<file path="src/rtl/vmem_integrator.sv">
// Membrane-potential integrator: accumulates IPSC beats into Vmem, then per timestep applies
// leak toward Vrest (exact restoring divide by Taumem), thresholds, fires and holds refractory.
module vmem_integrator #(
  parameter int INTEGER_WIDTH   = 32,
  parameter int DATA_WIDTH_FRAC = 32,
  parameter int DATA_WIDTH      = INTEGER_WIDTH + DATA_WIDTH_FRAC,
  parameter int DELTAT_WIDTH    = 4,
  parameter int REFRAC_WIDTH    = 8
) (
  input  logic                     Clock_i,
  input  logic                     Reset_i,
  input  logic [DATA_WIDTH-1:0]    IPSCIn_i,
  input  logic                     IPSCValid_i,
  output logic                     IPSCReady_o,
  input  logic                     StepStart_i,
  input  logic [INTEGER_WIDTH-1:0] Vrest_i,
  input  logic [INTEGER_WIDTH-1:0] Vthresh_i,
  input  logic [INTEGER_WIDTH-1:0] Vreset_i,
  input  logic [DELTAT_WIDTH-1:0]  DeltaT_i,
  input  logic [INTEGER_WIDTH-1:0] Taumem_i,
  input  logic [REFRAC_WIDTH-1:0]  RefracPeriod_i,
  output logic [DATA_WIDTH-1:0]    VmemOut_o,
  output logic                     SpikeOut_o,
  output logic                     StepDone_o
);
  localparam int DW  = DATA_WIDTH;
  localparam int IW  = INTEGER_WIDTH;
  localparam int FW  = DATA_WIDTH_FRAC;
  localparam int DTW = DELTAT_WIDTH;
  localparam int CW  = $clog2(DW);
  localparam logic [DW-1:0] VMAX = {1'b0, {(DW-1){1'b1}}};
  localparam logic [DW-1:0] VMIN = {1'b1, {(DW-1){1'b0}}};

  typedef enum logic [2:0] {S_IDLE, S_MUL, S_DIV, S_UPDATE, S_DONE} state_e;

  state_e              state_q, state_d;
  logic [DW-1:0]       vmem_q, vmem_d;
  logic [REFRAC_WIDTH-1:0] refrac_q, refrac_d, rperiod_q, rperiod_d;
  logic [IW-1:0]       vrest_q, vrest_d, vthresh_q, vthresh_d, vreset_q, vreset_d, tau_q, tau_d;
  logic [DTW-1:0]      dt_q, dt_d;
  logic                neg_q, neg_d, fired_q, fired_d;
  logic [DW-1:0]       dq_q, dq_d;      // dividend shifts out the top, quotient in at the bottom
  logic [IW-1:0]       rem_q, rem_d;
  logic [CW-1:0]       cnt_q, cnt_d;

  function automatic logic [DW-1:0] sat(input logic [DW:0] s);
    if (s[DW] != s[DW-1]) return s[DW] ? VMIN : VMAX;
    return s[DW-1:0];
  endfunction

  logic signed [DW:0]      diff;
  logic [DW+DTW+1:0]       prod_full;
  logic [DW-1:0]           prod, leak, vnew, thr;
  logic [IW:0]             rem_sh, rem_sub;
  logic                    qbit;

  assign diff      = $signed({vrest_q[IW-1], vrest_q, {FW{1'b0}}}) - $signed({vmem_q[DW-1], vmem_q});
  assign prod_full = {{(DTW+1){diff[DW]}}, diff} * {{(DW+2){1'b0}}, dt_q};
  // DeltaT sits in the top fraction bits, so the Q slice is the product shifted right by DTW
  assign prod      = DW'(prod_full >> DTW);
  assign rem_sh    = {rem_q, dq_q[DW-1]};
  assign qbit      = rem_sh >= {1'b0, tau_q};
  assign rem_sub   = rem_sh - {1'b0, tau_q};
  assign leak      = (tau_q == '0) ? '0 : (neg_q ? -dq_q : dq_q);
  assign vnew      = sat({vmem_q[DW-1], vmem_q} + {leak[DW-1], leak});
  assign thr       = {vthresh_q, {FW{1'b0}}};

  always_ff @(posedge Clock_i or posedge Reset_i) begin
    if (Reset_i) begin
      state_q   <= S_IDLE;
      vmem_q    <= '0;
      refrac_q  <= '0;
      rperiod_q <= '0;
      vrest_q   <= '0;
      vthresh_q <= '0;
      vreset_q  <= '0;
      tau_q     <= '0;
      dt_q      <= '0;
      neg_q     <= 1'b0;
      fired_q   <= 1'b0;
      dq_q      <= '0;
      rem_q     <= '0;
      cnt_q     <= '0;
    end else begin
      state_q   <= state_d;
      vmem_q    <= vmem_d;
      refrac_q  <= refrac_d;
      rperiod_q <= rperiod_d;
      vrest_q   <= vrest_d;
      vthresh_q <= vthresh_d;
      vreset_q  <= vreset_d;
      tau_q     <= tau_d;
      dt_q      <= dt_d;
      neg_q     <= neg_d;
      fired_q   <= fired_d;
      dq_q      <= dq_d;
      rem_q     <= rem_d;
      cnt_q     <= cnt_d;
    end
  end

  always_comb begin
    state_d   = state_q;
    vmem_d    = vmem_q;
    refrac_d  = refrac_q;
    rperiod_d = rperiod_q;
    vrest_d   = vrest_q;
    vthresh_d = vthresh_q;
    vreset_d  = vreset_q;
    tau_d     = tau_q;
    dt_d      = dt_q;
    neg_d     = neg_q;
    fired_d   = fired_q;
    dq_d      = dq_q;
    rem_d     = rem_q;
    cnt_d     = cnt_q;
    case (state_q)
      S_IDLE: begin
        if (IPSCValid_i && refrac_q == '0)
          vmem_d = sat({vmem_q[DW-1], vmem_q} + {IPSCIn_i[DW-1], IPSCIn_i});
        if (StepStart_i) begin
          vrest_d   = Vrest_i;
          vthresh_d = Vthresh_i;
          vreset_d  = Vreset_i;
          dt_d      = DeltaT_i;
          tau_d     = Taumem_i;
          rperiod_d = RefracPeriod_i;
          fired_d   = 1'b0;
          state_d   = S_MUL;
        end
      end
      S_MUL: begin
        neg_d   = prod[DW-1];
        dq_d    = prod[DW-1] ? -prod : prod;
        rem_d   = '0;
        cnt_d   = CW'(DW-1);
        state_d = S_DIV;
      end
      S_DIV: begin
        dq_d  = {dq_q[DW-2:0], qbit};
        rem_d = qbit ? IW'(rem_sub) : IW'(rem_sh);
        cnt_d = cnt_q - 1'b1;
        if (cnt_q == '0) state_d = S_UPDATE;
      end
      S_UPDATE: begin
        if (refrac_q != '0) begin
          vmem_d   = {vreset_q, {FW{1'b0}}};
          refrac_d = refrac_q - 1'b1;
        end else if ($signed(vnew) >= $signed(thr)) begin
          vmem_d   = {vreset_q, {FW{1'b0}}};
          refrac_d = rperiod_q;
          fired_d  = 1'b1;
        end else begin
          vmem_d   = vnew;
        end
        state_d = S_DONE;
      end
      S_DONE:  state_d = S_IDLE;
      default: state_d = S_IDLE;
    endcase
  end

  assign IPSCReady_o = (state_q == S_IDLE);
  assign StepDone_o  = (state_q == S_DONE);
  assign SpikeOut_o  = (state_q == S_DONE) && fired_q;
  assign VmemOut_o   = vmem_q;
endmodule

</file>
<file path="config.mk">
export PLATFORM = sky130hd
export DESIGN_NAME = vmem_integrator
export DESIGN_NICKNAME = d
export VERILOG_FILES = /design/src/rtl/vmem_integrator.sv
export SDC_FILE = /design/constraint.sdc
export NUM_CORES = 2
export LEC_CHECK = 0
export CORE_MARGIN = 2
export CORE_UTILIZATION = 57
export DETAILED_ROUTE_END_ITERATION = 7
export PLACE_DENSITY = 0.78
export RECOVER_POWER = 100
export SKIP_LAST_GASP = 1
export SLEW_MARGIN = 20
export SYNTH_ARGS = -nofsm -noshare
export SYNTH_HDL_FRONTEND = slang
export SYNTH_SLANG_ARGS = --single-unit
export TNS_END_PERCENT = 30
</file>
<file path="constraint.sdc">
create_clock -name Clock_i -period 16 [get_ports Clock_i]
set_clock_uncertainty 0.2 [all_clocks]
set_input_delay 3.2 -clock Clock_i [delete_from_list [all_inputs] [get_ports Clock_i]]
set_output_delay 3.2 -clock Clock_i [all_outputs]
set_load 0.02 [all_outputs]
</file>
== Word level (Yosys, flattened, before mapping) ==
Cells that the tools add are included.

* Output and inout bits: 67
* Register bits: 319
* Word-level logic and storage cells: 81
* Bits of input ports: 208

* Equality and inequality tests: 11
* Reduce and logical (&&, ||, !) cells: 15
* Order comparisons: 2
* Add/subtract/negate cells: 8
* Multiply operators: 1
* Multiplexer cells: 30

{| class="wikitable"
|+ Operators with widths
! operator !! count
|-
| 64-bit two-way mux || 12
|-
| 64-bit one-hot mux with 2 select lines || 2
|-
| 64-bit by 64-bit adder with 65-bit output || 2
|-
| 64-bit negator || 2
|-
| 70-bit by 4-bit multiplier with 68-bit output || 1
|-
| 64-bit by 64-bit subtractor with 65-bit output || 1
|-
| 64-bit >= comparator || 1
|-
| 32-bit one-hot mux with 2 select lines || 1
|-
| 33-bit by 32-bit >= comparator with 1-bit output || 1
|-
| 32-bit zero test || 1
|-
| 32-bit two-way mux || 1
|-
| 32-bit subtractor || 1
|-
| 8-bit two-way mux || 2
|-
| 3-bit one-hot mux with 4 select lines || 1
|-
| 6-bit one-hot mux with 2 select lines || 1
|-
| 8-bit zero test || 1
|-
| 2-bit AND reduction || 4
|-
| 8-bit nonzero test || 1
|-
| 8-bit by 1-bit subtractor with 8-bit output, second input constant || 1
|-
| 1-bit two-way mux || 7
|-
| 3-bit by 2-bit equality test with 1-bit output, second input constant || 2
|-
| 6-bit zero test || 1
|-
| 3-bit two-way mux || 2
|-
| 2-bit != test, second input constant || 3
|-
| 10 further kinds || 15
|}

== Depth between registers and ports, before layout ==
* Depth after elaboration: 11
* Gate-level depth with buffers: 44
* Mapped depth without buffers: 40

== Worst setup path before layout ==
Ideal clock, no wire load.

* Path kind: flip-flop to flip-flop
* Start point: register dq_q[6]
* End point: register vmem_q[1], in the netlist VmemOut_o[1]
* Arrival: 9.505 ns
* Slack: 6.213 ns
* Setup time: 0.082 ns
* Cell stages (with the launch flop): 42
* Required time: 15.718 ns
* Buffers on the path: 4
* Clock period less this slack: 9.787 ns
* Cells stage by stage: dfrtp_1 -> or4_4 -> or4_4 -> or3_4 -> or4_4 -> or3_4 -> or4_4 -> or3_1 -> buf_2 -> or4_4 -> o41ai_2 -> xor2_1 -> nor2_1 -> ha_1 -> clkbuf_1 -> a21oi_1 -> o21ai_0 -> a21o_1 -> (+6 left out) -> xnor2_1 -> clkbuf_1 -> a21oi_1 -> ha_1 -> a21o_1 -> a21o_1 -> a21o_1 -> a21o_1 -> a21o_1 -> a21o_1 -> a21oi_1 -> o31a_1 -> nand3b_1 -> o22ai_1 -> nand3_1 -> buf_1 -> or3b_2 -> a31oi_1

* Longest elaborated chain between the ends: 11
* Elaborated cells on any way between the ends: 13
* Classes of those cells: add/sub: 2; order compare: 1; eq/ne: 1; mux: 9

{| class="wikitable"
|+ Ends and longest elaborated chain
! what !! line !! RTL
|-
| start: declaration || 42 || <nowiki>logic [DW-1:0] dq_q, dq_d;</nowiki>
|-
| start signal: assignment || 96 || <nowiki>dq_q <= dq_d;</nowiki>
|-
| 64-bit negator || 64 || <nowiki>assign leak = (tau_q == '0) ? '0 : (neg_q ? -dq_q : dq_q);</nowiki>
|-
| 64-bit two-way mux (*) (2 in series) || 64 ||
|-
| 64-bit by 64-bit adder with 65-bit output (*) || 65 || <nowiki>assign vnew = sat({vmem_q[DW-1], vmem_q} + {leak[DW-1], leak});</nowiki>
|-
| 64-bit two-way mux / 1-bit != test (equally long branches) || 47 || <nowiki>if (s[DW] != s[DW-1]) return s[DW] ? VMIN : VMAX;</nowiki>
|-
| 64-bit two-way mux / 1-bit two-way mux (equally long branches) || 47 ||
|-
| 64-bit two-way mux (*) || 48 || <nowiki>return s[DW-1:0];</nowiki>
|-
| 64-bit >= comparator || 149 || <nowiki>end else if ($signed(vnew) >= $signed(thr)) begin</nowiki>
|-
| 64-bit two-way mux (*) || 149 ||
|-
| 64-bit two-way mux (*) || 146 || <nowiki>if (refrac_q != '0) begin</nowiki>
|-
| 64-bit one-hot mux with 2 select lines (*) || 117 || <nowiki>case (state_q)</nowiki>
|-
| end signal: assignment || 86 || <nowiki>vmem_q <= vmem_d;</nowiki>
|-
| end: declaration || 37 || <nowiki>logic [DW-1:0] vmem_q, vmem_d;</nowiki>
|}

Mark *: on every way between the ends. The rest lies on a longest branch, timed or not. The select of a mux whose other input is x is not followed.
A chain may end at the register's enable or synchronous reset.

== Worst setup path after layout ==
* Start point: register dq_q[2]
* End point: register refrac_q[2]

* Longest elaborated chain between the ends: 10
* Elaborated cells on any way between the ends: 12
* Classes of those cells: add/sub: 2; order compare: 1; eq/ne: 1; mux: 6; reduce/logical: 2

{| class="wikitable"
|+ Ends and longest elaborated chain
! what !! line !! RTL
|-
| 64-bit negator || 64 ||
|-
| 64-bit two-way mux (*) (2 in series) || 64 ||
|-
| 64-bit by 64-bit adder with 65-bit output (*) || 65 ||
|-
| 64-bit two-way mux / 1-bit != test (equally long branches) || 47 ||
|-
| 64-bit two-way mux / 1-bit two-way mux (equally long branches) || 47 ||
|-
| 64-bit two-way mux (*) || 48 ||
|-
| 64-bit >= comparator (*) || 149 ||
|-
| 2-bit nonzero test (no line) (*) || -- ||
|-
| 2-bit AND reduction (no line) (*) || -- ||
|-
| end signal: assignment || 87 || <nowiki>refrac_q <= refrac_d;</nowiki>
|-
| end: declaration || 38 || <nowiki>logic [REFRAC_WIDTH-1:0] refrac_q, refrac_d, rperiod_q, rperiod_d;</nowiki>
|}

Marked as above.

==> run summary <==
CTS buffer count - 39
Worst-Skew Late Latency - 0.60 ns
Remaining global-route overflow - 0
Clk slew on worst S/H paths - 0.06 ns
WP data arrival - 13.44 ns
Mapped Nets - 5460
Setup TNS - 0 ns
Worst path most repeated cell - a21o_1
Routed wire length per instance - 21.59 um
Setup CP Type - reg2reg
CTS tree - built
Row count - 94
Outcome - finished, violations left
Largest net degree at the start of global routing - 107
Htree depth - 2
Crit. End Element - register
Syn Area/Cell - 7.888 um^2
Die height - 262.4 um
Io pins - 275
Core area - 65980 um^2
Met2 usage - 0.5946
Violated checks - max-capacitance violations, max-slew violations
Resize count post-CTS - 0
Rel. slew slack - -2.244
Post-synth design cell area - 38060 um^2
RSZ-0062 raised after global routing - no
Cts-stage hold buffer count - 0
Post-route ant nets - 0
Clock Path Buffers - 3
Sequential area share after synthesis - 0.2097
Antenna violations before repair - 4
First-pass GRT wire length - 197.2 mm
Fmax - 76.02 MHz
Met3 usage - 0.05332
Post-Route Utilization - 0.6473
Post-CTS Setup Bufs - 0
Synth Flop Type - dfrtp_1
Number of global-route vias before repair - 36090
Async SR Flop Fraction - 1.000
GPL Wtd Cong - 1.012
Period Utilization, post-route - 0.8222
Req. time, crit path - 16.28 ns
P&R area growth vs syn - 12.22%
Die Area - 68860 um^2
Gr busiest metal - met2
Max-capacitance violation count - 13
Netlist cell types - 88
Critical path's largest stage delay - 1.57 ns
Met1 usage - 0.4428
Cell count after synthesis - 4825
Total Routing Usage GR - 0.3557
Starting Density - 0.5768
Clk sink count - 319
First-pass DRT Iterations - 7
Post-DP HPWL - 98.92 mm
Number of enable flip-flop cells after synthesis - 0
Minimum clock period - 13.16 ns
Pins Over Slew Limit - 801
CTS root buf - clkbuf_16
Port buffer count - 274
# DRC - 0
Seq cells post-synth - 319
Vias/cell - 6.410
Hold Fails Final Rpt - 0
Post-Route WL - 126.2 mm
Die span in x - 262.4 um
Worst slew pin tran - 4.839 ns
Total number of vias - 37480
Warnings from Yosys - 0
Hold Crit Class - reg2reg
Startpoint types - register
Crit-path slowest cell - clkbuf_1
DR iter-0 viols - 3215
Share of cells above drive strength 1 - 0.04718
Crit path max fanout - 32
Nets@finish - 5586
Final setup fails - 0
[critical path: cells and delay by family (launching register included)]
| family | cells | cell delay, ns |
|---|---|---|
| XOR/XNOR | 1 | 0.17 |
| adder cells (fa/ha/maj) | 2 | 0.73 |
| AO/OA/AOI/OAI | 18 | 3.33 |
| flip-flops | 1 | 0.44 |
| buffers and inverters | 2 | 2.76 |
| AND/OR/NAND/NOR | 17 | 5.40 |
[cell usage in the layout (no fill, tap or decap), types with 19 or more instances in the layout]
| cell type | synthesis | layout |
|---|---|---|
| a211oi_1 | 44 | 44 |
| a21boi_0 | 21 | 21 |
| a21o_1 | 170 | 170 |
| a21oi_1 | 352 | 352 |
| a22oi_1 | 56 | 56 |
| a31oi_1 | 37 | 37 |
| and2_1 | 148 | 144 |
| and3_1 | 40 | 40 |
| buf_4 | 0 | 26 |
| clkbuf_1 | 203 | 24 |
| clkbuf_16 | 0 | 39 |
| clkdlybuf4s50_1 | 0 | 205 |
| dfrtp_1 | 319 | 314 |
| dlygate4sd3_1 | 0 | 69 |
| fa_1 | 131 | 131 |
| ha_1 | 296 | 296 |
| inv_1 | 399 | 398 |
| mux2_2 | 81 | 81 |
| mux2i_1 | 41 | 41 |
| nand2_1 | 466 | 465 |
| nand2b_1 | 41 | 41 |
| nand3_1 | 125 | 125 |
| nand4_1 | 57 | 57 |
| nor2_1 | 342 | 341 |
| nor2b_1 | 39 | 39 |
| nor3_1 | 79 | 79 |
| nor4_1 | 44 | 44 |
| o211ai_1 | 27 | 27 |
| o21a_1 | 45 | 44 |
| o21ai_0 | 319 | 319 |
| o21bai_1 | 47 | 47 |
| o22ai_1 | 45 | 45 |
| o311ai_0 | 34 | 34 |
| o31ai_1 | 54 | 53 |
| o32a_1 | 29 | 29 |
| or2_2 | 19 | 19 |
| or3_1 | 40 | 40 |
| or4_1 | 21 | 23 |
| xnor2_1 | 172 | 172 |
| xor2_1 | 184 | 184 |
[final cells by class]
cell class / count / area, um^2
Sequential cell: 319 / 7989
Inverter: 400 / 1503
Multi-Input combinational cell: 3877 / 27730
Clock inverter: 14 / 285.3
Fill cell: 5822 / 23270
Timing Repair Buffer: 314 / 2990
Antenna cell: 2 / 5.005
Tap cell: 864 / 1081
Clock buffer: 57 / 1124
[flip-flops by register name, summed over array words and instances (netlist names)]
signal and count:
VmemOut_o 64, dq_q 64, rem_q 32, tau_q 32, vreset_q 32, vrest_q 32
vthresh_q 32, refrac_q 8, rperiod_q 8, cnt_q 6, dt_q 4, state_q 3
fired_q 1, neg_q 1
[synthesized netlist by cell type, types with 10 or more instances]
cell / number / area (um^2)
nand3_1: 125 / 625.6
nor4_1: 44 / 275.3
xnor2_1: 172 / 1506
buf_1: 20 / 75.07
nand2b_1: 41 / 256.5
a31o_2: 14 / 122.6
or4_1: 21 / 157.7
nor2_1: 342 / 1284
or2_2: 19 / 118.9
a21o_1: 170 / 1276
o22ai_1: 45 / 281.5
o31ai_1: 54 / 405.4
nor2b_1: 39 / 244.0
mux2_2: 81 / 912.1
and2_1: 148 / 925.9
nor3_1: 79 / 395.4
a211oi_1: 44 / 330.3
o21a_1: 45 / 337.8
a31oi_1: 37 / 231.5
a21boi_0: 21 / 157.7
a21oi_1: 352 / 1762
a2111oi_0: 16 / 140.1
o21ai_0: 319 / 1597
nand4_1: 57 / 356.6
dfrtp_1: 319 / 7983
o32a_1: 29 / 290.3
o41ai_1: 17 / 148.9
o311ai_0: 34 / 297.8
mux2i_1: 41 / 410.4
inv_1: 399 / 1498
and4_1: 10 / 87.58
nand2_1: 466 / 1749
o211ai_1: 27 / 202.7
a22oi_1: 56 / 420.4
or3_1: 40 / 250.2
and3_1: 40 / 250.2
ha_1: 296 / 3704
xor2_1: 184 / 1612
o21bai_1: 47 / 352.8
fa_1: 131 / 2623
clkbuf_1: 203 / 762.0
[worst paths after layout]
check,start,to,slack (ns),cells past startpoint
worst max register to register,dq_q[2],refrac_q[2],2.84,40
worst min register to register,rem_q[31],rem_q[31],0.30,2
worst max-delay path,dq_q[2],refrac_q[2],2.84,40
max in group asynchronous,Reset_i,VmemOut_o[8],5.69,3
worst min-delay path,rem_q[31],rem_q[31],0.30,2
min in group asynchronous,Reset_i,vreset_q[17],4.34,2
[metrics by stage]
stage               cell area (um^2)  std cells  hold slack [ns]  setup slack (ns)
detailed placement             41380       5774           0.2861             4.958
finish                         42710       5847           0.3029             2.845
global route                   42710       5845           0.3238             2.152
floorplan                      38060       4825           0.2578             3.772
CTS                            42790       5845           0.2984             4.852
global placement               41380       5774           0.2826             5.286
[cells by family (layout without fill, tap and decap cells)]
logic type | after synthesis | after routing | share of synthesized area
simple gates | 1521 | 1521 | 0.1952
flops | 319 | 319 | 0.2097
buf+inv | 629 | 785 | 0.06223
other cells | 0 | 2 | 0
xor+xnor | 356 | 356 | 0.08192
compound gates | 1451 | 1451 | 0.2499
fa+ha+maj | 427 | 427 | 0.1662
mux | 122 | 122 | 0.03475
[per-layer routing]
| metal | vias up | wire length (um) |
|---|---|---|
| li1 | 17470 | - |
| met4 | 2 | 7969 |
| met1 | 18010 | 50740 |
| met2 | 1605 | 58660 |
| met5 | - | 11 |
| met3 | 390 | 8824 |
Power is left out: the tool's default activity adds up to more than one toggle a clock period on the data nets, which glitch-free logic cannot reach.
